==> config.mk <==
export PLATFORM = sky130hd
export DESIGN_NAME = seven_seg_scan_ctrl
export DESIGN_NICKNAME = d
export VERILOG_FILES = /design/src/rtl/seven_seg_scan_ctrl.sv
export SDC_FILE = /design/constraint.sdc
export NUM_CORES = 1
export LEC_CHECK = 0
export ABC_AREA = 1
export BUFFER_PORTS_ARGS = -buffer_cell sky130_fd_sc_hd__buf_2
export CORE_ASPECT_RATIO = 0.75
export CORE_MARGIN = 3
export CORE_UTILIZATION = 25
export DETAILED_ROUTE_END_ITERATION = 6
export SKIP_CTS_REPAIR_TIMING = 1
export SYNTH_ARGS = -nofsm -noshare
export SYNTH_HDL_FRONTEND = slang
export SYNTH_SLANG_ARGS = --single-unit
==> constraint.sdc <==
create_clock -name clk -period 1.7 [get_ports clk]
set_input_delay 0.17 -clock clk [delete_from_list [all_inputs] [get_ports clk]]
set_output_delay 0.17 -clock clk [all_outputs]
set_load 0.01 [all_outputs]
==> src/rtl/seven_seg_scan_ctrl.sv <==
// Time-multiplexed seven-segment scan controller: walks NDIGITS through a shared
// hex decoder with anti-ghost blanking, a one-deep shadow buffer and leading-zero blanking.
//
// state   | meaning
// --------+----------------------------------------------------------
// S_IDLE  | after reset, nothing displayed, waiting for the first value
// S_BLANK | all digits off for BLANK_CYCLES, decoder settling on idx nibble
// S_SHOW  | digit idx lit for REFRESH_DIV cycles with registered segments
module seven_seg_scan_ctrl #(
  parameter int NDIGITS      = 4,
  parameter int REFRESH_DIV  = 1000,
  parameter int BLANK_CYCLES = 2
) (
  input  logic                   clk,
  input  logic                   reset,
  input  logic                   load_valid,
  input  logic [4*NDIGITS-1:0]   load_value,
  output logic                   load_ready,
  input  logic                   blank_lz,
  output logic [3:0]             hex_out,
  input  logic [6:0]             seg_in,
  output logic [6:0]             seg_out,
  output logic [NDIGITS-1:0]     digit_en,
  output logic                   frame_done
);

  localparam int CNT_MAX = (REFRESH_DIV > BLANK_CYCLES) ? REFRESH_DIV : BLANK_CYCLES;
  localparam int CW      = (CNT_MAX > 1) ? $clog2(CNT_MAX) : 1;
  localparam int IW      = $clog2(NDIGITS);

  localparam logic [CW-1:0] BLANK_LOAD   = CW'(BLANK_CYCLES - 1);
  localparam logic [CW-1:0] REFRESH_LOAD = CW'(REFRESH_DIV - 1);
  localparam logic [IW-1:0] LAST_IDX     = IW'(NDIGITS - 1);

  typedef enum logic [1:0] {
    S_IDLE  = 2'd0,
    S_BLANK = 2'd1,
    S_SHOW  = 2'd2
  } state_t;

  state_t               state_q, state_d;
  logic [IW-1:0]        idx_q, idx_d;
  logic [CW-1:0]        cnt_q, cnt_d;
  logic [4*NDIGITS-1:0] active_q, active_d;
  logic [4*NDIGITS-1:0] pending_q, pending_d;
  logic                 pfull_q, pfull_d;
  logic [6:0]           seg_q, seg_d;

  logic                 xfer;
  logic                 cnt_tc;
  logic                 frame_end;
  logic [3:0]           nib [NDIGITS];
  logic [NDIGITS-1:0]   upper_zero;
  logic                 suppress;
  logic                 show_on;

  assign xfer      = load_valid && !pfull_q;
  assign cnt_tc    = (cnt_q == '0);
  assign frame_end = (state_q == S_SHOW) && cnt_tc && (idx_q == LAST_IDX);

  always_ff @(posedge clk) begin
    if (!reset) begin
      state_q   <= S_IDLE;
      idx_q     <= '0;
      cnt_q     <= '0;
      active_q  <= '0;
      pending_q <= '0;
      pfull_q   <= 1'b0;
      seg_q     <= '0;
    end else begin
      state_q   <= state_d;
      idx_q     <= idx_d;
      cnt_q     <= cnt_d;
      active_q  <= active_d;
      pending_q <= pending_d;
      pfull_q   <= pfull_d;
      seg_q     <= seg_d;
    end
  end

  always_comb begin
    state_d    = state_q;
    idx_d      = idx_q;
    cnt_d      = cnt_q;
    active_d   = active_q;
    pending_d  = pending_q;
    pfull_d    = pfull_q;
    seg_d      = seg_q;
    hex_out    = 4'h0;
    seg_out    = 7'h00;
    digit_en   = '0;
    frame_done = frame_end;
    load_ready = !pfull_q;
    suppress   = 1'b0;
    show_on    = 1'b0;

    for (int i = 0; i < NDIGITS; i++) begin
      nib[i] = active_q[4*i +: 4];
    end
    // upper_zero[i]: every nibble from i up to the top is zero
    upper_zero[NDIGITS-1] = (nib[NDIGITS-1] == 4'h0);
    for (int i = NDIGITS - 2; i >= 0; i--) begin
      upper_zero[i] = upper_zero[i+1] && (nib[i] == 4'h0);
    end

    case (state_q)
      S_IDLE: begin
        if (xfer) begin
          active_d = load_value;
          state_d  = S_BLANK;
          idx_d    = '0;
          cnt_d    = BLANK_LOAD;
        end
      end
      S_BLANK: begin
        if (cnt_tc) begin
          state_d = S_SHOW;
          cnt_d   = REFRESH_LOAD;
          seg_d   = seg_in;
        end else begin
          cnt_d = cnt_q - 1'b1;
        end
      end
      S_SHOW: begin
        if (cnt_tc) begin
          state_d = S_BLANK;
          cnt_d   = BLANK_LOAD;
          idx_d   = (idx_q == LAST_IDX) ? '0 : idx_q + 1'b1;
        end else begin
          cnt_d = cnt_q - 1'b1;
        end
      end
      default: state_d = S_IDLE;
    endcase

    // active only changes at a frame boundary; mid-frame loads park in pending
    if (state_q != S_IDLE) begin
      if (frame_end) begin
        if (xfer) begin
          active_d = load_value;
        end else if (pfull_q) begin
          active_d = pending_q;
          pfull_d  = 1'b0;
        end
      end else if (xfer) begin
        pending_d = load_value;
        pfull_d   = 1'b1;
      end
      hex_out = nib[idx_q];
    end

    suppress = blank_lz && (idx_q != '0) && upper_zero[idx_q];
    show_on  = (state_q == S_SHOW) && !suppress;
    if (show_on) begin
      digit_en = NDIGITS'(1) << idx_q;
      seg_out  = seg_q;
    end
  end

endmodule

After elaboration in Yosys (flattened, before gate mapping)
Index checks and enable logic that the tools add are counted.
{ "word_totals": {"ff_bits": 54, "input_bits": 27, "out_inout_bits": 17, "wordCells": 78} }
{ "op_classes": {"addsub": 2, "n_lt_le_gt_ge": 2, "eq_ne": 7, "shifts": 1, "mux": 29, "bitwise_logic": 2, "n_reduce_logical": 28} }
{ "op_table": {"columns": ["cell", "count"], "rows": [
  ["2-to-1 mux 16 bit", 6],
  ["2-to-1 mux 10 bit", 3],
  ["one-hot mux 10 bit (3 select lines)", 1],
  ["zero test 4 bit", 4],
  ["2-to-1 mux 4 bit", 4],
  ["2-to-1 mux 2 bit", 6],
  ["AND reduction 3 bit", 4],
  ["zero test 10 bit", 1],
  ["subtractor 10 x 1 -> 10 bit, second input constant", 1],
  ["logical AND 1 bit", 9],
  ["binary-select mux 4 bit (select 2 bit)", 1],
  ["!= test 2 bit, second input constant", 4],
  ["nonzero test 2 bit", 4],
  ["2-to-1 mux 7 bit", 1],
  ["one-hot mux 2 bit (3 select lines)", 1],
  ["== test 2 bit, second input constant", 2],
  ["2-to-1 mux 1 bit", 4],
  ["one-hot mux 2 bit (2 select lines)", 1],
  ["AND reduction 2 bit", 2],
  ["left shift 1 x 2 -> 4 bit, first input constant", 1],
  [">= comparator 3 bit, second input constant", 1],
  ["< comparator 2 x 3 -> 1 bit, second input constant", 1],
  ["NOT 2 -> 3 bit", 1],
  ["nonzero test 3 bit", 1],
  ["6 further kinds", 7]
]} }

Depth between registers and ports, before layout
Gate-level depths: netlist (run 1).
{ "logic_depth": {"word_depth": 10, "depth_mapped": 11} }

Least setup slack after synthesis (run 1)
Ideal clock, no wire load.
{ "synth_path": {"kind": "register to output", "startpoint": "reg idx_q[0]", "endpoint": "out digit_en[1]", "arrival_time_ps": 1650, "setup_slack_ps": -120, "stages_incl_launch_ff": 11, "n_path_buf": 2, "cell_sequence": "dfxtp_1 > buf_2 > inv_1 > clkbuf_1 > ha_1 > nor2_1 > nand4_1 > nor2_1 > nand2_1 > nand2_1 > nor2_1"} }
{ "synth_via": {"elab_chain_cells": 6, "word_cells_on_any_way": 9, "cone_classes": "shift (1); mux (3); reduce/logical (5)"} }
{ "synth_rtl": {"columns": ["item", "line", "source"], "rows": [
  ["start, declared", "42", "logic [IW-1:0] idx_q, idx_d;"],
  ["start signal, assigned", "72", "idx_q <= idx_d;"],
  ["binary-select mux 1 bit (select 2 bit) or nonzero test 2 bit (tied branches)", "152", "suppress = blank_lz && (idx_q != '0) && upper_zero[idx_q];"],
  ["2-to-1 mux 1 bit (implied by the code) or logical AND 1 bit (tied branches)", "152", null],
  ["logical AND 1 bit", "152", null],
  ["zero test 1 bit", "153", "show_on = (state_q == S_SHOW) && !suppress;"],
  ["logical AND 1 bit", "153", null],
  ["2-to-1 mux 4 bit (*)", "154", "if (show_on) begin"],
  ["end, declared", "23", "output logic [NDIGITS-1:0] digit_en,"]
]} }
Every way passes the cells marked *; elsewhere a longest branch is shown, timed or not. The select of a mux whose other input is x is not followed.

Worst setup path after layout (run 1)
{ "layout_path": {"startpoint": "reg active_q[0]", "endpoint": "out seg_out[6]"} }
{ "layout_via": {"elab_chain_cells": 8} }
{ "layout_rtl": {"columns": ["item", "line", "source"], "rows": [
  ["start, declared", "44", "logic [4*NDIGITS-1:0] active_q, active_d;"],
  ["start signal, assigned", "74", "active_q <= active_d;"],
  ["zero test 4 bit", "103", "upper_zero[i] = upper_zero[i+1] && (nib[i] == 4'h0);"],
  ["logical AND 1 bit", "103", null],
  ["binary-select mux 1 bit (select 2 bit)", "152", null],
  ["2-to-1 mux 1 bit (implied by the code)", "152", null],
  ["logical AND 1 bit", "152", null],
  ["zero test 1 bit", "153", null],
  ["logical AND 1 bit", "153", null],
  ["2-to-1 mux 7 bit", "154", null],
  ["end, declared", "22", "output logic [6:0] seg_out,"]
]} }
Every way passes these cells. The select of a mux whose other input is x is not followed.

==> run_results.csv, run 1 <==
group,metric,value,unit
route,drt_first_iter_violations,255,
pwr,power_per_cell_area,1580,nW/µm²
die,rows,35,
clock_tree,cts-root-buf,"clkbuf_16",
placement,dp_cells,736,
cells_and_area,layout-drive-gt1-share,0.2755,
worst_setup_path,critPathLaunchType,"register",
route,viasPerCell,4.558,
sta,min_period,1.901,ns
clock_tree,cts.clk_slew.worst_paths,0.08,ns
cells_and_area,antenna_cells,0,
hold_path,min-delay-path-class,"primary input to register",
cells_and_area,final_cell_mix,"inv_1 (83), nand2_1 (81), nor2_1 (52)",
die,start_util,0.2615,
cells_and_area,final_cells,754,
cells_and_area,nets,625,
sta,slew_headroom,0.6839,
synth,synth_warnings,0,
worst_setup_path,crit_type,"register to output port",
sta,worstMarginPinSlew,0.4741,ns
route,vias,3437,
worst_setup_path,crit_arrival,1.73,ns
pwr,ir_worst_vdd,0.6765,mV
run_status,status,"complete, but fails checks",
clock_tree,insertion_delay,0.30,ns
sta,min_period_over_period,1.118,
synth,ys_top_cells_by_area,"dfxtp_1 (33%), inv_1 (10%), nand2_1 (10%)",
grt,antenna_found_initial,0,
grt,grt_max_degree,44,
synth,yosys_register_bits,54,
synth,syn_nets,552,
synth,yosys.area.top_type_share,0.3289,
synth,yosysSeqAreaShare,0.3289,
run_status,violations,"DRC, setup timing",
grt,grt_pass1_wl,15350,µm
placement,port_buffers,43,
pwr,leakagePower,0.002023,µW
grt,grt_pass1_vias,3029,
clock_tree,cts-htree-levels,2,
route,wl_per_cell,13.13,µm
die,dieWidth,138.4,µm
die,num_io_pins,44,
synth,syn_inst,514,
worst_setup_path,path_max_fanout,4,
cells_and_area,syn2layout_area_growth,36.73,%
sta,rsz0062_at_grt,"true",
clock_tree,clk_path_buf_depth,2,
worst_setup_path,crit_required,1.53,ns
synth,yosys.area.top_type,"dfxtp_1",
placement,dp_hpwl,6659,µm
route,drt_wl_total,9900,µm
route,dr.pass1.iters,7,
synth,synth_area,3287,µm²
route,ant_nets,0,
sta,setup_viol,11,
placement,pre_cts_slack,-0.02185,ns
die,die_area,14570,µm²
sta,fin_tns_setup,-1.802,ns
sta,fin_skew,0.007954,ns
synth,synth_cell_types,31,
grt,grt_usage,0.1256,
clock_tree,clock-sinks,54,
cells_and_area,finish.utilization,0.3576,
die,core_area,12570,µm²
synth,synth.avg_cell_area,6.395,µm²
sta,maxSlewViolCount,0,
grt,gr-total-overflow,0,
route,drc,1,
clock_tree,tritoncts,"done",
sta,fin_ws,-0.2011,ns
clock_tree,cts_inserted_buffers,5,
placement,gp_congestion,0.8849,
sta,fmax,526.0,MHz
worst_setup_path,crit_path_end_kind,"output port",
cells_and_area,layout_commonest_cell,"inv_1",
die,die-height,105.3,µm
job,drv_cap,0,
sta,hold_viol,0,
==> per-layer routing <==
| layer | GRT usage | vias to the layer above | part of all wire |
|---|---|---|---|
| li1 | - | 1789 | - |
| met1 | 0.2035 | 1538 | 0.54 |
| met2 | 0.1671 | 101 | 0.38 |
| met3 | 0.02449 | 9 | 0.060 |
| met4 | 0.02468 | 0 | 0.013 |
| met5 | 0 | - | 0 |
==> sequential cells by signal, summed over array words and instances, names as in the netlist <==
register   count
seg_q          7
pfull_q        1
pending_q     16
cnt_q         10
idx_q          2
active_q      16
state_q        2
==> worst paths after layout <==
kind                endpoint  depth (start not counted)  slack (ns)        start
setup / recovery  seg_out[6]                         10       -0.20  active_q[0]
hold / removal      seg_q[0]                          3        0.14    seg_in[0]
setup reg to reg     pfull_q                         10        0.04   state_q[0]
hold reg to reg     seg_q[4]                          2        0.46     seg_q[4]
==> report_power, final <==
group          switching, µW  leakage (µW)  internal (µW)
Combinational           2430       0.00150           1720
Sequential               220      0.000447           1640
Clock                    527     0.0000759            564
Total                   3180       0.00202           3920
==> cell families (layout without fill, tap and decap cells) <==
kind of cell,count (synthesis),after routing,synth area share
AOI/OAI and AO/OA,137,137,0.2280
and+or+nand+nor,198,198,0.2608
DFF,54,54,0.3289
adders and majority gates,11,11,0.04187
buffers and inverters,114,188,0.1405
==> layout make-up <==
cell class	instances	area, µm²
inverters	92	355.3
clock buffers	5	125.1
fillers	1316	8074
repair buffers	88	716.9
multi-input cells	346	1958
well taps	166	207.7
clock inverters	3	28.78
flip-flops and latches	54	1102
==> worst max-delay path: stages, from the launching register on <==
cell       delay [ns]
dfxtp_1          0.32
inv_1            0.09
nand3_1          0.10
o21ai_2          0.14
nand3_1          0.12
nand2_2          0.12
nand2_2          0.09
nand2_4          0.11
clkbuf_16        0.17
nor2_4           0.04
buf_6            0.11
==> stage by stage <==
| step | cell area (µm²) | power, µW | hold WS (ns) |
|---|---|---|---|
| floorplan | 3318 | 4107 | 0.3329 |
| global placement | 3930 | 5262 | 0.4453 |
| detailed placement | 3930 | 5259 | 0.4436 |
| CTS | 4084 | 6368 | 0.1362 |
| global route | 4494 | 7715 | 0.1597 |
| finish | 4494 | 7100 | 0.1423 |
==> synth_stat cells <==
cell / count
buf_6: 2
o211ai_1: 1
ha_1: 11
a22oi_1: 1
clkbuf_2: 1
o21ai_0: 47
buf_4: 1
and2_1: 1
inv_2: 2
or2_2: 2
clkbuf_1: 7
nor2_2: 2
nor3_4: 1
o21ai_1: 11
buf_2: 11
nor3_1: 4
o21bai_1: 15
nand2_1: 89
a22o_1: 1
nand3b_1: 1
o22ai_1: 14
nor3_2: 1
a21oi_1: 47
dfxtp_1: 54
nand4_1: 2
nor2_4: 2
nand3_2: 3
nand3_1: 26
inv_1: 90
nand2_2: 1
nor2_1: 63
Note: power is estimated with default switching activity, not from simulation.
==> run 2: changes to the inputs <==
REMOVE_ABC_BUFFERS = 1   (was default)
==> run 2 against run 1 <==
The flow finishes with violations (setup timing). Global-route usage is 0.28 points lower. Power fell by 2.7%. Wire length is 7.1% lower. Sequential share of layout area increased by 0.55 points. Combinational power down 5.5%. Critical path depth fell by 1. Clock-buffer cell count rose by 2. Cell area is 3.6% lower. Worst setup slack better by 0.095 ns. Largest cell class unchanged. Via count is 3.1% lower. Clock skew is 0.0041 ns lower.
==> run_results.csv, run 2 (synthesis gave the netlist of run 1 again) <==
group,metric,value,unit
placement,gp_congestion,0.8570,
clock_tree,cts_inserted_buffers,5,
pwr,ir_worst_vdd,0.5031,mV
job,drv_cap,0,
pwr,power_per_cell_area,1595,nW/µm²
sta,slew_headroom,0.6832,
sta,hold_viol,0,
sta,min_period,1.807,ns
worst_setup_path,critPathLaunchType,"register",
worst_setup_path,path_max_fanout,5,
sta,fin_tns_setup,-0.9359,ns
grt,antenna_found_initial,0,
clock_tree,clk_path_buf_depth,2,
sta,worstMarginPinSlew,0.4752,ns
cells_and_area,nets,630,
worst_setup_path,crit_type,"register to output port",
grt,gr-total-overflow,0,
route,drt_first_iter_violations,227,
sta,min_period_over_period,1.063,
grt,grt_usage,0.1228,
placement,port_buffers,43,
route,viasPerCell,4.389,
die,core_area,12570,µm²
placement,dp_hpwl,6568,µm
grt,grt_pass1_wl,14960,µm
sta,maxSlewViolCount,0,
cells_and_area,finish.utilization,0.3446,
route,dr.pass1.iters,5,
cells_and_area,layout-drive-gt1-share,0.2395,
sta,fin_ws,-0.1066,ns
placement,dp_cells,745,
clock_tree,cts-htree-levels,2,
run_status,violations,"setup timing",
worst_setup_path,crit_required,1.53,ns
die,die-height,105.3,µm
cells_and_area,antenna_cells,0,
placement,pre_cts_slack,-0.1585,ns
cells_and_area,final_cells,759,
clock_tree,insertion_delay,0.30,ns
sta,fmax,553.5,MHz
route,ant_nets,0,
placement,placed_area,3961,µm²
die,dieWidth,138.4,µm
die,die_area,14570,µm²
cells_and_area,fin_area,4330,µm²
cells_and_area,final_cell_mix,"inv_1 (87), nand2_1 (82), nor2_1 (58)",
route,wl_per_cell,12.12,µm
cells_and_area,layout_commonest_cell,"inv_1",
run_status,status,"complete, but fails checks",
cells_and_area,top_regs,"active_q: 16 flops, pending_q: 16 flops, cnt_q: 10 flops",
clock_tree,cts.clk_slew.worst_paths,0.07,ns
sta,rsz0062_at_grt,"true",
cells_and_area,fillers,1363,
die,rows,35,
sta,setup_viol,11,
pwr,leakagePower,0.002013,µW
route,drt_wl_total,9202,µm
grt,grt_pass1_vias,2987,
die,num_io_pins,44,
grt,grt_max_degree,44,
cells_and_area,syn2layout_area_growth,31.75,%
route,vias,3331,
sta,fin_skew,0.003896,ns
clock_tree,tritoncts,"done",
die,start_util,0.2615,
worst_setup_path,crit_path_end_kind,"output port",
clock_tree,cts-root-buf,"clkbuf_16",
worst_setup_path,crit_arrival,1.64,ns
clock_tree,clock-sinks,54,
hold_path,min-delay-path-class,"primary input to register",
route,drc,0,
## run 2: cell types whose count changed in the layout (fill, tap and decap cells not counted), moves of 5 or more
cell	before	now
buf_2	35	41
buf_4	35	41
buf_6	11	5
dfxtp_1	45	50
nor2_1	52	58
nor2_4	11	6
## run 2: critical path, cell delays in order (launching register included)
cell	delay, ns
dfxtp_2	0.36
inv_2	0.06
ha_4	0.17
nor2_4	0.07
nand4_1	0.10
nor2_2	0.16
nand2_2	0.12
nand2_4	0.11
nor2_1	0.05
buf_2	0.13
## run 2: area by class of cell
cell class	instances	area, µm²	share of cell area
Timing Repair Buffer	92	651.9	0.1505
Inverter	92	345.3	0.07975
Sequential cell	54	1086	0.2508
Multi-Input combinational cell	347	1877	0.4334
Clock inverter	1	30.03	0.006934
Tap cell	166	207.7	0.04796
Clock buffer	7	132.6	0.03063
## run 2: worst paths after layout
kind | start | endpoint | slack, ns | depth (start not counted)
max | idx_q[1] | digit_en[1] | -0.11 | 9
max reg2reg | cnt_q[7] | pfull_q | 0.02 | 9
min | load_value[5] | pending_q[5] | 0.15 | 3
min reg2reg | seg_q[2] | seg_q[2] | 0.45 | 2
## run 2: metrics by stage
stage	hold slack, ns	total power [µW]
6_report	0.1499	6908
3_3_place_gp	0.4451	5309
5_1_grt	0.1772	7500
3_5_place_dp	0.4443	5291
2_1_floorplan	0.2958	3968
4_1_cts	0.1504	6485
## run 2: per-layer routing
layer  part of all wire  wire length, µm  track usage  vias up
met2               0.41             3810       0.1884       53
li1                   -                -            -     1805
met3              0.036              330      0.02358        8
met5                  0                0            0        -
met1               0.54             4989       0.1797     1465
met4             0.0078               72      0.02327        0
## run 2: report_power, final
part	internal, µW	total [µW]	switching [µW]
combinational	1630	3920	2290
sequential	1620	1810	188
clock	698	1180	483
==> run 3: changes to the inputs <==
GPL_TIMING_DRIVEN = 0   (was default)
SKIP_CTS_REPAIR_TIMING = default   (was 1)
==> run 3 against run 2 <==
The flow still finishes with violations (setup timing). Clock-buffer cell count is 1 lower. Non-clock buffer count is 24 lower. Sequential power is 3% higher. Wire length is 9.1% higher. Global-route usage is 0.56 points higher. Critical path depth stayed put. Fmax is 2.7% lower. First-iteration DRC count is 28% higher. Worst setup slack worse by 0.050 ns. Via count is 3.9% higher. Combinational power is 5.4% higher. Critical path type unchanged.
==> run_results.csv, run 3 (synthesis gave the netlist of run 1 again) <==
group,metric,value,unit
clock_tree,clk_path_buf_depth,2,
route,vias,3460,
route,viasPerCell,4.688,
cells_and_area,nets,610,
clock_tree,insertion_delay,0.29,ns
sta,setup_viol,12,
run_status,status,"complete, but fails checks",
worst_setup_path,crit_path_end_kind,"output port",
worst_setup_path,crit_type,"register to output port",
worst_setup_path,path_cells,"clkinvlp_4, ha_4, nor2_2, nand4_1, nor2_4, nand2_4, nand2_2, nor2_1, buf_2",
placement,dp_hpwl,5837,µm
worst_setup_path,crit_required,1.53,ns
sta,rsz0062_at_grt,"true",
route,drt_first_iter_violations,290,
sta,hold_viol,0,
worst_setup_path,crit_arrival,1.69,ns
clock_tree,clock-sinks,54,
cells_and_area,fin_area,4384,µm²
clock_tree,cts.clk_slew.worst_paths,0.07,ns
die,dieWidth,138.4,µm
cells_and_area,ff_latch_area,1105,µm²
die,die_area,14570,µm²
die,start_util,0.2615,
sta,min_period_over_period,1.092,
worst_setup_path,slowest_stage,"dfxtp_4",
worst_setup_path,r2r_start,"cnt_q[6]",
cells_and_area,multiInputGateArea,2083,µm²
worst_setup_path,r2r_slack,-0.04,ns
clock_tree,cts_inserted_buffers,5,
grt,gr-total-overflow,0,
run_status,violations,"setup timing",
worst_setup_path,slowest_delay,0.36,ns
route,ant_nets,0,
grt,grt_usage,0.1283,
placement,port_buffers,43,
pwr,ir_worst_vdd,0.5491,mV
route,drt_wl_total,10040,µm
sta,min_period,1.857,ns
sta,fin_skew,0.008605,ns
worst_setup_path,reg2reg_depth,9,
route,wl_per_cell,13.60,µm
placement,placed_area,3593,µm²
grt,grt_max_degree,45,
sta,maxSlewViolCount,0,
worst_setup_path,endpoint,"seg_out[3]",
die,num_io_pins,44,
clock_tree,tritoncts,"done",
pwr,power_per_cell_area,1641,nW/µm²
hold_path,min-delay-path-class,"primary input to register",
pwr,leakagePower,0.001925,µW
clock_tree,hold_buffers,0,
cells_and_area,layout-drive-gt1-share,0.2745,
sta,fin_ws,-0.1565,ns
die,core_area,12570,µm²
sta,fmax,538.6,MHz
die,rows,35,
grt,grt_pass1_wl,15580,µm
cells_and_area,finish.utilization,0.3488,
worst_setup_path,r2r-end,"pfull_q",
sta,slew_headroom,0.3681,
sta,worstMarginPinSlew,0.9478,ns
grt,antenna_found_initial,0,
cells_and_area,final_cell_mix,"inv_1 (79), nand2_1 (78), nor2_1 (59)",
worst_setup_path,critPathLaunchType,"register",
clock_tree,cts-root-buf,"clkbuf_16",
route,dr.pass1.iters,5,
cells_and_area,fillers,1309,
cells_and_area,syn2layout_area_growth,33.38,%
job,drv_cap,0,
route,drc,0,
cells_and_area,antenna_cells,0,
worst_setup_path,startpoint,"idx_q[0]",
cells_and_area,layout_commonest_cell,"inv_1",
placement,gp_congestion,0.8246,
clock_tree,cts-htree-levels,2,
worst_setup_path,path_max_fanout,4,
die,die-height,105.3,µm
grt,grt_pass1_vias,3101,
cells_and_area,top_regs,"active_q: 16 flops, pending_q: 16 flops, cnt_q: 10 flops",
[run 3: critical path, delay by kind of cell, from the launching register on]
kind	cells	cell delay, ns
adders and majority gates	1	0.17
DFF	1	0.36
and+or+nand+nor	6	0.62
buffers and inverters	2	0.23
[run 3: report_power, final]
| group | internal, µW | switching, µW | total (µW) | leakage [µW] |
|---|---|---|---|---|
| logic | 1550 | 2590 | 4130 | 0.00139 |
| clock network | 728 | 459 | 1190 | 0.0000829 |
| registers | 1640 | 231 | 1870 | 0.000448 |
| total | 3910 | 3280 | 7190 | 0.00193 |
[run 3: through the flow]
| stage | total power, µW | cells | TNS (ns) | hold WS [ns] | worst slack (ns) |
|---|---|---|---|---|---|
| 2_1_floorplan | 3968 | 492 | -3.514 | 0.2958 | -0.3394 |
| 3_3_place_gp | 4666 | 701 | -23.24 | 0.4459 | -0.8595 |
| 3_5_place_dp | 4670 | 701 | -23.31 | 0.4477 | -0.9124 |
| 4_1_cts | 6500 | 723 | -1.420 | 0.1518 | -0.1417 |
| 5_1_grt | 7727 | 738 | -4.146 | 0.1653 | -0.2268 |
| 6_report | 7193 | 738 | -1.634 | 0.1500 | -0.1565 |
[run 3: worst min path at each step]
stage                          endpoint     startpoint  cells past startpoint  slack (ns)
after floorplan            active_q[10]          reset                      2        0.30
after global placement    pending_q[11]  pending_q[11]                      2        0.45
after detailed placement       seg_q[2]       seg_q[2]                      2        0.45
after CTS                      seg_q[6]      seg_in[6]                      3        0.15
after global routing       pending_q[5]  load_value[5]                      3        0.17
final                      pending_q[0]  load_value[0]                      3        0.15
[run 3: layer usage]
metal	wire, µm	part of all wire	up-vias	GRT usage
met1	4829	0.48	1575	0.1783
met4	171	0.017	0	0.04090
met5	0	0	-	0
met3	485	0.048	12	0.01542
met2	4554	0.45	104	0.2079
li1	-	-	1769	-
[run 3: timing repair]
action / CTS / global route
pin swaps: 14 / 16
gates resized for setup: 48 / 75
setup buffers: 12 / 13
setup endpoints to repair: 60 / 62
gates cloned: 3 / 2
[run 3: layout make-up]
cell class / instances / share of cell area
flip-flops and latches: 54 / 0.2520
clock inverters: 1 / 0.006849
multi-input cells: 351 / 0.4752
clock buffers: 6 / 0.03168
well taps: 166 / 0.04737
repair buffers: 68 / 0.1027
inverters: 92 / 0.08419
